File: config.mk
export PLATFORM = sky130hd
export DESIGN_NAME = mux8_rr_arbiter
export DESIGN_NICKNAME = d
export VERILOG_FILES = /design/src/rtl/mux8_arb_pkg.sv /design/src/rtl/rr_pick8.sv /design/src/rtl/mux8_rr_arbiter.sv
export SDC_FILE = /design/constraint.sdc
export NUM_CORES = 1
export LEC_CHECK = 0
export ABC_AREA = 0
export ABC_CLOCK_PERIOD_IN_PS = 7900
export BUFFER_PORTS_ARGS = -buffer_cell sky130_fd_sc_hd__buf_2
export CELL_PAD_IN_SITES_DETAIL_PLACEMENT = 1
export CELL_PAD_IN_SITES_GLOBAL_PLACEMENT = 1
export CORE_MARGIN = 2
export CORE_UTILIZATION = 48
export CTS_CLUSTER_SIZE = 10
export DETAILED_ROUTE_END_ITERATION = 7
export PLACE_DENSITY_LB_ADDON = 0.1
export SLEW_MARGIN = 20
export SYNTH_ARGS = -nofsm -noshare
export SYNTH_HDL_FRONTEND = slang
export SYNTH_SLANG_ARGS = --single-unit
export TNS_END_PERCENT = 50
File: constraint.sdc
create_clock -name clk -period 7.9 [get_ports clk]
set_input_delay 1.185 -clock clk [delete_from_list [all_inputs] [get_ports clk]]
set_output_delay 1.185 -clock clk [all_outputs]
set_load 0.01 [all_outputs]
File: src/rtl/mux8_arb_pkg.sv
// Shared constants, state encoding and helpers for the 8-way round-robin mux arbiter.
package mux8_arb_pkg;

   localparam int NUM_REQ = 8;
   localparam int SEL_W   = 3;

   typedef enum logic {
      IDLE  = 1'b0,
      GRANT = 1'b1
   } state_t;

   // Binary index of a one-hot vector; an all-zero input encodes to 0.
   function automatic logic [SEL_W-1:0] onehot_to_bin(input logic [NUM_REQ-1:0] onehot);
      logic [SEL_W-1:0] bin;
      bin = '0;
      for (int i = 0; i < NUM_REQ; i++) begin
         if (onehot[i]) bin = bin | SEL_W'(i);
      end
      return bin;
   endfunction

endpackage

File: src/rtl/rr_pick8.sv
// Combinational cyclic priority picker: first set request at or after ptr, wrapping mod 8.
module rr_pick8
   import mux8_arb_pkg::*;
(
   input  logic [NUM_REQ-1:0] req,
   input  logic [SEL_W-1:0]   ptr,
   output logic               found,
   output logic [SEL_W-1:0]   idx
);

   logic [2*NUM_REQ-1:0] w_req_dbl;
   logic [NUM_REQ-1:0]   w_req_rot;
   logic [SEL_W-1:0]     w_offset;

   // Rotating right by ptr puts requester ptr at bit 0, so a plain lowest-set search gives cyclic priority.
   assign w_req_dbl = {req, req} >> ptr;
   assign w_req_rot = w_req_dbl[NUM_REQ-1:0];

   // NOTE: every output of a combinational block gets a default first, otherwise a latch is inferred.
   always_comb begin
      w_offset = '0;
      for (int i = NUM_REQ - 1; i >= 0; i--) begin
         if (w_req_rot[i]) w_offset = SEL_W'(i);
      end
   end

   assign found = |req;
   assign idx   = ptr + w_offset;

endmodule

File: src/rtl/mux8_rr_arbiter.sv
// Round-robin owner arbiter driving the 8:1 mux select, with a bounded hold window per owner.
// Optional macro MUX8_ARB_LOCK_EN adds a lock input that suspends the hold-window limit.
module mux8_rr_arbiter
   import mux8_arb_pkg::*;
#(
   parameter int MAX_HOLD = 4,
   parameter int HOLD_W   = 8
) (
   input  logic               clk,
   input  logic               rst_n,
   input  logic [NUM_REQ-1:0] req,
`ifdef MUX8_ARB_LOCK_EN
   input  logic               lock,
`endif
   output logic [NUM_REQ-1:0] grant,
   output logic [SEL_W-1:0]   sel,
   output logic               valid,
   output logic               owner_done
);

   localparam logic [HOLD_W-1:0] HOLD_LAST = HOLD_W'(MAX_HOLD - 1);

   state_t             r_state,    w_state_nxt;
   logic [NUM_REQ-1:0] r_grant,    w_grant_nxt;
   logic [SEL_W-1:0]   r_sel,      w_sel_nxt;
   logic               r_valid,    w_valid_nxt;
   logic [SEL_W-1:0]   r_rr_ptr,   w_rr_ptr_nxt;
   logic [HOLD_W-1:0]  r_hold_cnt, w_hold_cnt_nxt;

   logic               w_lock;
   logic               w_hold_last;
   logic               w_release;
   logic [SEL_W-1:0]   w_owner_next;
   logic [SEL_W-1:0]   w_pick_ptr;
   logic               w_found;
   logic [SEL_W-1:0]   w_idx;
   logic [NUM_REQ-1:0] w_win_onehot;

`ifdef MUX8_ARB_LOCK_EN
   assign w_lock = lock;
`else
   assign w_lock = 1'b0;
`endif

   assign w_hold_last  = (r_hold_cnt == HOLD_LAST);
   assign w_release    = (r_state == GRANT) && (!req[r_sel] || (w_hold_last && !w_lock));
   assign w_owner_next = r_sel + SEL_W'(1);

   // On release the scan starts just past the current owner, so it can only re-win when alone.
   assign w_pick_ptr   = (r_state == GRANT) ? w_owner_next : r_rr_ptr;

   rr_pick8 u_pick (
      .req   (req),
      .ptr   (w_pick_ptr),
      .found (w_found),
      .idx   (w_idx)
   );

   assign w_win_onehot = NUM_REQ'(1) << w_idx;

   // NOTE: sequential state uses non-blocking assignments so every register samples pre-edge values.
   always_ff @(posedge clk or negedge rst_n) begin
      if (!rst_n) begin
         r_state    <= IDLE;
         r_grant    <= '0;
         r_sel      <= '0;
         r_valid    <= 1'b0;
         r_rr_ptr   <= '0;
         r_hold_cnt <= '0;
      end else begin
         r_state    <= w_state_nxt;
         r_grant    <= w_grant_nxt;
         r_sel      <= w_sel_nxt;
         r_valid    <= w_valid_nxt;
         r_rr_ptr   <= w_rr_ptr_nxt;
         r_hold_cnt <= w_hold_cnt_nxt;
      end
   end

   always_comb begin
      w_state_nxt    = r_state;
      w_grant_nxt    = r_grant;
      w_sel_nxt      = r_sel;
      w_valid_nxt    = r_valid;
      w_rr_ptr_nxt   = r_rr_ptr;
      w_hold_cnt_nxt = r_hold_cnt;

      unique case (r_state)
         IDLE: begin
            w_hold_cnt_nxt = '0;
            if (w_found) begin
               w_state_nxt = GRANT;
               w_grant_nxt = w_win_onehot;
               w_sel_nxt   = onehot_to_bin(w_win_onehot);
               w_valid_nxt = 1'b1;
            end else begin
               w_grant_nxt = '0;
               w_sel_nxt   = '0;
               w_valid_nxt = 1'b0;
            end
         end

         GRANT: begin
            if (w_release) begin
               w_rr_ptr_nxt   = w_owner_next;
               w_hold_cnt_nxt = '0;
               if (w_found) begin
                  w_grant_nxt = w_win_onehot;
                  w_sel_nxt   = onehot_to_bin(w_win_onehot);
                  w_valid_nxt = 1'b1;
               end else begin
                  w_state_nxt = IDLE;
                  w_grant_nxt = '0;
                  w_sel_nxt   = '0;
                  w_valid_nxt = 1'b0;
               end
            end else if (!w_hold_last) begin
               // Saturates at the last hold value while a lock keeps the owner in place.
               w_hold_cnt_nxt = r_hold_cnt + HOLD_W'(1);
            end
         end

         default: begin
            w_state_nxt = IDLE;
         end
      endcase
   end

   always_comb begin
      grant      = r_grant;
      sel        = r_sel;
      valid      = r_valid;
      owner_done = w_release;
   end

endmodule

Word level (Yosys, flattened, before mapping):

Cells that the tools add are included.

* $add $sub $neg: 3
* order comparisons: 1
* eq/ne operators: 3
* shift operators: 2
* mux-type cells: 32
* bitwise gates (word level): 1
* reductions and logical operators: 5

Operators by type and width (number)
* two-way mux 3 bit: 15
* two-way mux 8 bit: 4
* case mux 8 bit (2 select lines): 2
* right shift 16 x 3 -> 8 bit: 1
* adder 8 x 1 -> 8 bit (second input constant): 1
* == test 8 x 2 -> 1 bit (second input constant): 1
* OR reduction 8 bit: 1
* left shift 1 x 3 -> 8 bit (first input constant): 1
* case mux 3 bit (2 select lines): 1
* two-way mux 1 bit: 5
* < comparator 3 x 4 -> 1 bit (second input constant): 1
* two-way mux 2 bit: 2
* case mux 1 bit (2 select lines): 2
* adder 3 x 1 -> 3 bit (second input constant): 1
* adder 3 bit: 1
* binary-select mux 1 bit (select 3 bit): 1
* inequality test 3 bit (second input constant): 1
* inequality test 2 bit (second input constant): 1
* AND reduction 2 bit: 1
* logical AND 1 bit: 1
* logical NOT 1 bit: 1
* logical OR 1 bit: 1
* NOT 1 bit: 1

* register bits: 24
* output and inout bits: 13

Logic depth before layout (Yosys ltp):

Gate-level depths: netlist (run 1).

* depth in word-level cells: 23
* depth in mapped cells: 13

Modules after synthesis:

A second synthesis (run 1) with hierarchy kept.

* cell total of the unflattened synthesis: 155
* area, all modules: 1790.5 µm²

Modules (own cells, without submodules)
* mux8_rr_arbiter: times used 1, cells each 105, area an instance 1271.2 µm²
* rr_pick8: times used 1, cells each 50, area an instance 519.2 µm²

Worst setup path before layout (run 1):

OpenSTA, ideal clock, no wires.

* path type: input -> register
* start point: in req[6]
* end point: reg r_grant[3] (netlist: grant[3])
* setup time: 121 ps
* data arrival time: 3600 ps
* data required time: 7779 ps
* setup slack: 4179 ps
* stages: 10
* path buffers: 1
* cells stage by stage: clkbuf_1 -> mux4_1 -> nor2_1 -> a22oi_2 -> o21bai_2 -> nor2_1 -> fa_1 -> xnor2_1 -> xor2_2 -> a32o_2

* cells in the longest elaborated chain, start to end: 14

RTL lines
* start: declaration: RTL line mux8_rr_arbiter.sv:11 `input logic [NUM_REQ-1:0] req,`
* right shift 16 x 3 -> 8 bit: RTL line rr_pick8.sv:16 `assign w_req_dbl = {req, req} >> ptr;`
* two-way mux 3 bit (8 in series): RTL line rr_pick8.sv:23 `if (w_req_rot[i]) w_offset = SEL_W'(i);`
* adder 3 bit: RTL line rr_pick8.sv:28 `assign idx = ptr + w_offset;`
* left shift 1 x 3 -> 8 bit: RTL line mux8_rr_arbiter.sv:59 `assign w_win_onehot = NUM_REQ'(1) << w_idx;`
* two-way mux 8 bit: RTL line mux8_rr_arbiter.sv:91, mux8_rr_arbiter.sv:107
* two-way mux 8 bit: RTL line mux8_rr_arbiter.sv:104 `if (w_release) begin`
* case mux 8 bit (2 select lines): RTL line mux8_rr_arbiter.sv:88 `unique case (r_state)`
* end signal: assignment: RTL line mux8_rr_arbiter.sv:72 `r_grant <= w_grant_nxt;`
* end: declaration: RTL line mux8_rr_arbiter.sv:24 `logic [NUM_REQ-1:0] r_grant, w_grant_nxt;`

Several ways; a longest one is shown, not always the timed one. The select of a mux whose other input is x is not followed.
A chain may end at the register's enable or synchronous reset.

Worst setup path in the final report (run 1):

* start point: reg r_sel[0] (netlist: sel[0])
* end point: reg r_grant[1] (netlist: grant[1])

* cells in the longest elaborated chain, start to end: 16

RTL lines
* start: declaration: RTL line mux8_rr_arbiter.sv:25 `logic [SEL_W-1:0] r_sel, w_sel_nxt;`
* start signal: assignment: RTL line mux8_rr_arbiter.sv:73 `r_sel <= w_sel_nxt;`
* adder 3 x 1 -> 3 bit: RTL line mux8_rr_arbiter.sv:47 `assign w_owner_next = r_sel + SEL_W'(1);`
* two-way mux 3 bit: RTL line mux8_rr_arbiter.sv:50 `assign w_pick_ptr = (r_state == GRANT) ? w_owner_next : r_rr_ptr;`
* right shift 16 x 3 -> 8 bit: RTL line rr_pick8.sv:16
* two-way mux 3 bit (8 in series): RTL line rr_pick8.sv:23
* adder 3 bit: RTL line rr_pick8.sv:28
* left shift 1 x 3 -> 8 bit: RTL line mux8_rr_arbiter.sv:59
* two-way mux 8 bit: RTL line mux8_rr_arbiter.sv:91, mux8_rr_arbiter.sv:107
* two-way mux 8 bit: RTL line mux8_rr_arbiter.sv:104
* case mux 8 bit (2 select lines): RTL line mux8_rr_arbiter.sv:88

Several ways; a longest one is shown, not always the timed one. The select of a mux whose other input is x is not followed.

==> run summary, run 1 <==
Tmin final -> 4.20 ns
post-route ant nets -> 0
status -> complete, no violations
Critical Path Start Type -> flop
ys async rst share -> 1.00
area leader, netlist -> dfrtp_1
first-pass detailed-route iteration total -> 4
H-tree depth -> 1
Sink Count -> 24
Yosys cell types -> 58
TNS Setup -> 0 ns
Synth Register Bits -> 24
CP max stage delay -> 0.70 ns
detailed-route via count -> 1486
die width -> 65.5 µm
CP Buf/Inv Count -> 0
Most Frequent Cell on Critical Path -> xor2_2
hold buffer count at cts -> 0
Post-DP Area -> 1940 µm²
largest net degree at the start of global routing -> 27
CP Class -> flop to flop
synthesized area -> 1820 µm²
first-pass GRT wire length -> 7640 µm
Max Root-Sink Buffers -> 2
Max Used Layer -> met4
mux contribution to synthesized area -> 0.178
Post-Synth XOR/XNOR Area -> 0.0606
Placer Congestion -> 0.870
Clk Latency, worst-skew pair -> 0.26 ns
die area -> 4290 µm²
Layout Cells excl Fill -> 243
fin area -> 1980 µm²
fillers -> 422
Max Cap Viol -> 0
commonest cells after routing, fill and taps aside -> dfrtp_1 (24), nand2_1 (23), buf_2 (22)
most common cell after layout, fill and taps aside -> dfrtp_1
Core Rows -> 22
final wirelength -> 4380 µm
Congestion Overflow GR -> 0
Post-Synth Simple-Gate Area -> 0.165
nets -> 210
synth top area cells -> dfrtp_1 (33%), mux4_2 (5.0%), nand2_1 (4.8%), mux2i_1 (4.4%), nor2_1 (4.1%)
P&R area growth vs syn -> 8.88%
syn_nets -> 193
Critical Path End Type -> flop
final setup skew -> 0.00340 ns
post_cts resized -> 0
CTS buffer count -> 3
DRT iter0 DRCs -> 125
Tightest Pin Transition -> 0.911 ns
Die Ht -> 65.5 µm
Hold WC Path Type -> flop to flop
CTS tree -> built
Max Clk Rate -> 238 MHz
met3 WL -> 274 µm
drt wl/cell -> 18.0 µm
Root Driver -> clkbuf_8
largest family of logic cells by synthesized area -> compound AO/OA/AOI/OAI gates
ys flop type -> dfrtp_1
initial antenna violation count -> 0
CP Cell Sequence -> ha_1 -> xor2_2 -> mux2i_4 -> mux4_2 -> a211oi_2 -> a21oi_1 -> fa_1 -> xnor2_1 -> xor2_2 -> a32o_1
CP max-delay cell -> mux2i_4
Mapped Avg Cell Area -> 10.1 µm²
post-synthesis adder-cell area fraction -> 0.0248
vias in the first global route -> 1540
Yosys top cell area share -> 0.331
Slew Limit Fails -> 0
clock-pin slew on the worst setup and hold paths -> 0.08 ns
YS warnings -> 0
Seq/Total Area, Yosys -> 0.331
placed insts -> 240
postcts setup bufs -> 0
Metal-1 WL -> 2040 µm
fraction of layout cells with a size suffix above 1 -> 0.256
Setup Viol. Count Final -> 0
metal2 WL -> 2040 µm
final hold slack -> 0.488 ns
final antenna diode count -> 0
Syn Inst Count -> 180
Required @ worst endpoint -> 8.04 ns
slew margin rel. -> 0.380
starting density of the core -> 0.496
I/O pin count -> 23
number of synthesized flops with an enable pin -> 0
core area -> 3660 µm²
Post-DP HPWL -> 3320 µm
Port Buffers -> 22
Final Hold Viols -> 0
CP top delay family -> multiplexers
DRC -> 0
RSZ-0062 raised after global routing -> no
DR vias/cell -> 6.12
crit path DAT -> 4.35 ns
Total GRT Usage -> 0.229
period utilisation layout -> 0.532
Compound-Gate Fraction of Synth Area -> 0.199
crit-path max FO -> 26
state kept, by name, summed over array words and instances (netlist names):
signal,cells
grant,8
r_hold_cnt,8
r_rr_ptr,3
sel,3
r_state,1
valid,1
cells in the mapped netlist (3+ instances only):
master	number
a21oi_1	5
and2_1	3
clkbuf_1	6
dfrtp_1	24
inv_1	6
mux2_2	3
mux2i_1	8
mux4_2	4
nand2_1	23
nand2b_1	3
nand3_1	6
nor2_1	20
o21ai_0	5
xnor2_1	3
xor2_1	4
worst paths after layout:
path	endpoint	cells past startpoint	from	slack, ns
min reg2reg	valid$_DFFE_PN0P_	1	valid$_DFFE_PN0P_	0.49
max reg2reg	grant[1]$_DFFE_PN0P_	10	sel[0]$_DFFE_PN0P_	3.70
min in group asynchronous	r_rr_ptr[2]$_DFFE_PN0P_	1	rst_n	0.89
min	valid$_DFFE_PN0P_	1	valid$_DFFE_PN0P_	0.49
max in group asynchronous	grant[7]$_DFFE_PN0P_	1	rst_n	6.65
max	grant[1]$_DFFE_PN0P_	10	sel[0]$_DFFE_PN0P_	3.70
routing by layer:
metal  track usage  vias to the layer above
met5             0                        -
met4        0.0443                        0
met3        0.0531                        4
met2         0.356                       46
met1         0.330                      745
li1              -                      691
cell families after synthesis:
kind of cell | count (synthesis)
buffers and inverters | 17
XOR/XNOR | 10
multiplexers | 21
AO/OA/AOI/OAI | 40
adder cells (fa/ha/maj) | 3
flip-flops | 24
AND/OR/NAND/NOR | 65
through the flow:
step                      utilization  worst slack [ns]
after floorplan                     -              4.18
after global placement          0.529              3.80
after detailed placement        0.529              3.71
after CTS                       0.540              3.68
after global routing            0.540              3.46
final                           0.540              3.70
layout make-up:
| type | instances | area [µm²] | share of cell area |
|---|---|---|---|
| Multi-Input combinational cell | 139 | 1140 | 0.576 |
| Sequential cell | 24 | 601 | 0.304 |
| Timing Repair Buffer | 22 | 110 | 0.0557 |
| Tap cell | 48 | 60.1 | 0.0304 |
| Clock buffer | 3 | 41.3 | 0.0209 |
| Inverter | 7 | 26.3 | 0.0133 |
Power of run 1 is left out: the tool's default activity adds up to more than one toggle a clock period on the data nets, which glitch-free logic cannot reach.
==> run 2, diff against run 1 <==
--- a/config.mk
+++ b/config.mk
@@ -6,12 +6,12 @@
 export NUM_CORES = 1
 export LEC_CHECK = 0
 export ABC_AREA = 0
-export ABC_CLOCK_PERIOD_IN_PS = 7900
+export ABC_CLOCK_PERIOD_IN_PS = 3800
 export BUFFER_PORTS_ARGS = -buffer_cell sky130_fd_sc_hd__buf_2
 export CELL_PAD_IN_SITES_DETAIL_PLACEMENT = 1
 export CELL_PAD_IN_SITES_GLOBAL_PLACEMENT = 1
 export CORE_MARGIN = 2
-export CORE_UTILIZATION = 48
+export CORE_UTILIZATION = 41
 export CTS_CLUSTER_SIZE = 10
 export DETAILED_ROUTE_END_ITERATION = 7
 export PLACE_DENSITY_LB_ADDON = 0.1
==> constraint.sdc (replaced) <==
create_clock -name clk -period 3.8 [get_ports clk]
set_input_delay 0.57 -clock clk [delete_from_list [all_inputs] [get_ports clk]]
set_output_delay 0.57 -clock clk [all_outputs]
set_load 0.01 [all_outputs]
==> run 2 against run 1 <==
First-iteration DRC count is 46% lower. Utilization decreased by 5.0 points. Die area grew 16%. Clock skew up 0.0044 ns. Sequential share of layout area shrank 1.9 points. Setup slack got worse by 3.5 ns. Critical path type unchanged.
==> run summary, run 2 (synthesized netlist as in run 1, its figures left out) <==
status -> complete, no violations
clock-pin slew on the worst setup and hold paths -> 0.09 ns (about the same)
RSZ-0062 raised after global routing -> no
P&R area growth vs syn -> 16.6%
final wirelength -> 4800 µm (+9.6%)
Tmin final -> 3.64 ns (-0.567 ns)
period utilisation layout -> 0.957 (+0.425)
detailed-route via count -> 1543 (+3.8%)
crit path DAT -> 3.85 ns (-0.50 ns)
DR vias/cell -> 5.93 (-3.0%)
fraction of layout cells with a size suffix above 1 -> 0.313 (+0.0561)
crit-path max FO -> 12 (-54%)
die area -> 4980 µm² (+16%)
fin area -> 2120 µm² (+7.1%)
Required @ worst endpoint -> 4.01 ns (-4.03 ns)
Total GRT Usage -> 0.197 (-0.0320)
Slew Limit Fails -> 0 (unchanged)
DRC -> 0 (unchanged)
Die Ht -> 70.6 µm (+7.7%)
Congestion Overflow GR -> 0 (unchanged)
first-pass detailed-route iteration total -> 4 (unchanged)
commonest cells after routing, fill and taps aside -> nand2_1 (23), dfrtp_1 (23), buf_2 (22)
Max Root-Sink Buffers -> 2 (unchanged)
Hold WC Path Type -> input port to async pin
hold buffer count at cts -> 0 (unchanged)
final setup skew -> 0.00783 ns (+0.00442 ns)
vias in the first global route -> 1535 (-0.32%)
Seq. cell area -> 602 µm² (+0.21%)
Port Buffers -> 22 (unchanged)
grt met2 use -> 0.349 (-0.00681)
H-tree depth -> 1 (unchanged)
Placer Congestion -> 0.868 (-0.16%)
CP Class -> flop to flop
Clk Latency, worst-skew pair -> 0.27 ns (about the same)
initial antenna violation count -> 0 (unchanged)
Sink Count -> 24 (unchanged)
die width -> 70.6 µm (+7.7%)
starting density of the core -> 0.420 (-0.0761)
Final Core Density -> 0.490 (-0.0505)
core area -> 4320 µm² (+18%)
Post-DP HPWL -> 3620 µm (+9.0%)
Critical Path End Type -> flop
Setup Viol. Count Final -> 0 (unchanged)
Critical Path Start Type -> flop
gr busiest metal -> met2
drt wl/cell -> 18.5 µm (+2.4%)
Max Clk Rate -> 275 MHz (+16%)
Final Hold Viols -> 0 (unchanged)
Post-DP Area -> 1990 µm² (+3.0%)
DP Worst Slack -> -0.00927 ns (-3.72 ns)
reg2reg path depth -> 13 (+3)
final antenna diode count -> 0 (unchanged)
Max Cap Viol -> 0 (unchanged)
nets -> 222 (+5.7%)
Core Rows -> 24 (+9.1%)
I/O pin count -> 23 (unchanged)
grt met1 use -> 0.250 (-0.0798)
largest net degree at the start of global routing -> 25 (-7.4%)
first-pass GRT wire length -> 7850 µm (+2.8%)
Setup WS post-layout -> 0.162 ns (-3.53 ns)
met3 Use GR -> 0.0285 (-0.0246)
CTS buffer count -> 3 (unchanged)
post-route ant nets -> 0 (unchanged)
area of the multi-input gates -> 1160 µm² (+1.9%)
Root Driver -> clkbuf_8
slew margin rel. -> 0.643 (+0.263)
Tightest Pin Transition -> 0.535 ns (-0.375 ns)
fillers -> 524 (+24%)
CTS tree -> built
DRT iter0 DRCs -> 67 (-46%)
==> run 2: cell types whose count changed in the layout (fill, tap and decap cells not counted) <==
cell       delta
buf_4        +11
bufinv_16     +1
dfrtp_1       -1
dfrtp_2       +1
mux2i_2       +1
xnor2_1       -1
xnor2_2       +1
==> run 2: cell type report <==
type | instances | area share
multi-input combinational | 140 | 0.548
sequential | 24 | 0.284
timing repair buffer | 33 | 0.0910
tap | 52 | 0.0307
clock buffer | 3 | 0.0195
clock inverter | 1 | 0.0142
inverter | 7 | 0.0124
==> run 2: what timing repair did <==
| item | 4_1_cts | 5_1_grt |
|---|---|---|
| buffers inserted | 0 | 4 |
| cloned | 0 | 1 |
| resized for setup | 1 | 1 |
| setup endpoints to repair | 2 | 8 |
==> run 2: through the flow <==
step | hold slack (ns) | TNS, ns | std cells
floorplan | 0.274 | 0 | 180
global placement | 0.458 | 0 | 251
detailed placement | 0.460 | -0.00927 | 251
CTS | 0.290 | 0 | 255
global route | 0.300 | 0 | 260
finish | 0.270 | 0 | 260
==> run 2: worst max-delay path: stages, from the launching register on <==
cell      delay [ns]
dfrtp_1         0.40
ha_1            0.23
xor2_2          0.18
mux2i_4         0.29
buf_4           0.25
mux2_1          0.35
o32ai_1         0.20
nor4b_2         0.12
o21bai_2        0.21
nor2_1          0.08
fa_1            0.41
xnor2_2         0.30
xor2_2          0.32
a32o_2          0.22
==> run 2: per-layer routing <==
metal,share of wire,wire length [µm]
met1,0.42,2020
met2,0.52,2510
met3,0.042,203
met4,0.015,70
met5,0,0
==> run 2: path summary, 6_finish.rpt <==
kind	start	to	slack, ns
hold reg to reg	grant[4]$_DFFE_PN0P_	grant[4]$_DFFE_PN0P_	0.48
setup / recovery	sel[0]$_DFFE_PN0P_	grant[3]$_DFFE_PN0P_	0.16
hold / removal	rst_n	grant[7]$_DFFE_PN0P_	0.27
min in group clk	grant[4]$_DFFE_PN0P_	grant[4]$_DFFE_PN0P_	0.48
max in group asynchronous	rst_n	r_state$_DFF_PN0_	3.14
setup reg to reg	sel[0]$_DFFE_PN0P_	grant[3]$_DFFE_PN0P_	0.16
Power of run 2 is left out for the same reason.
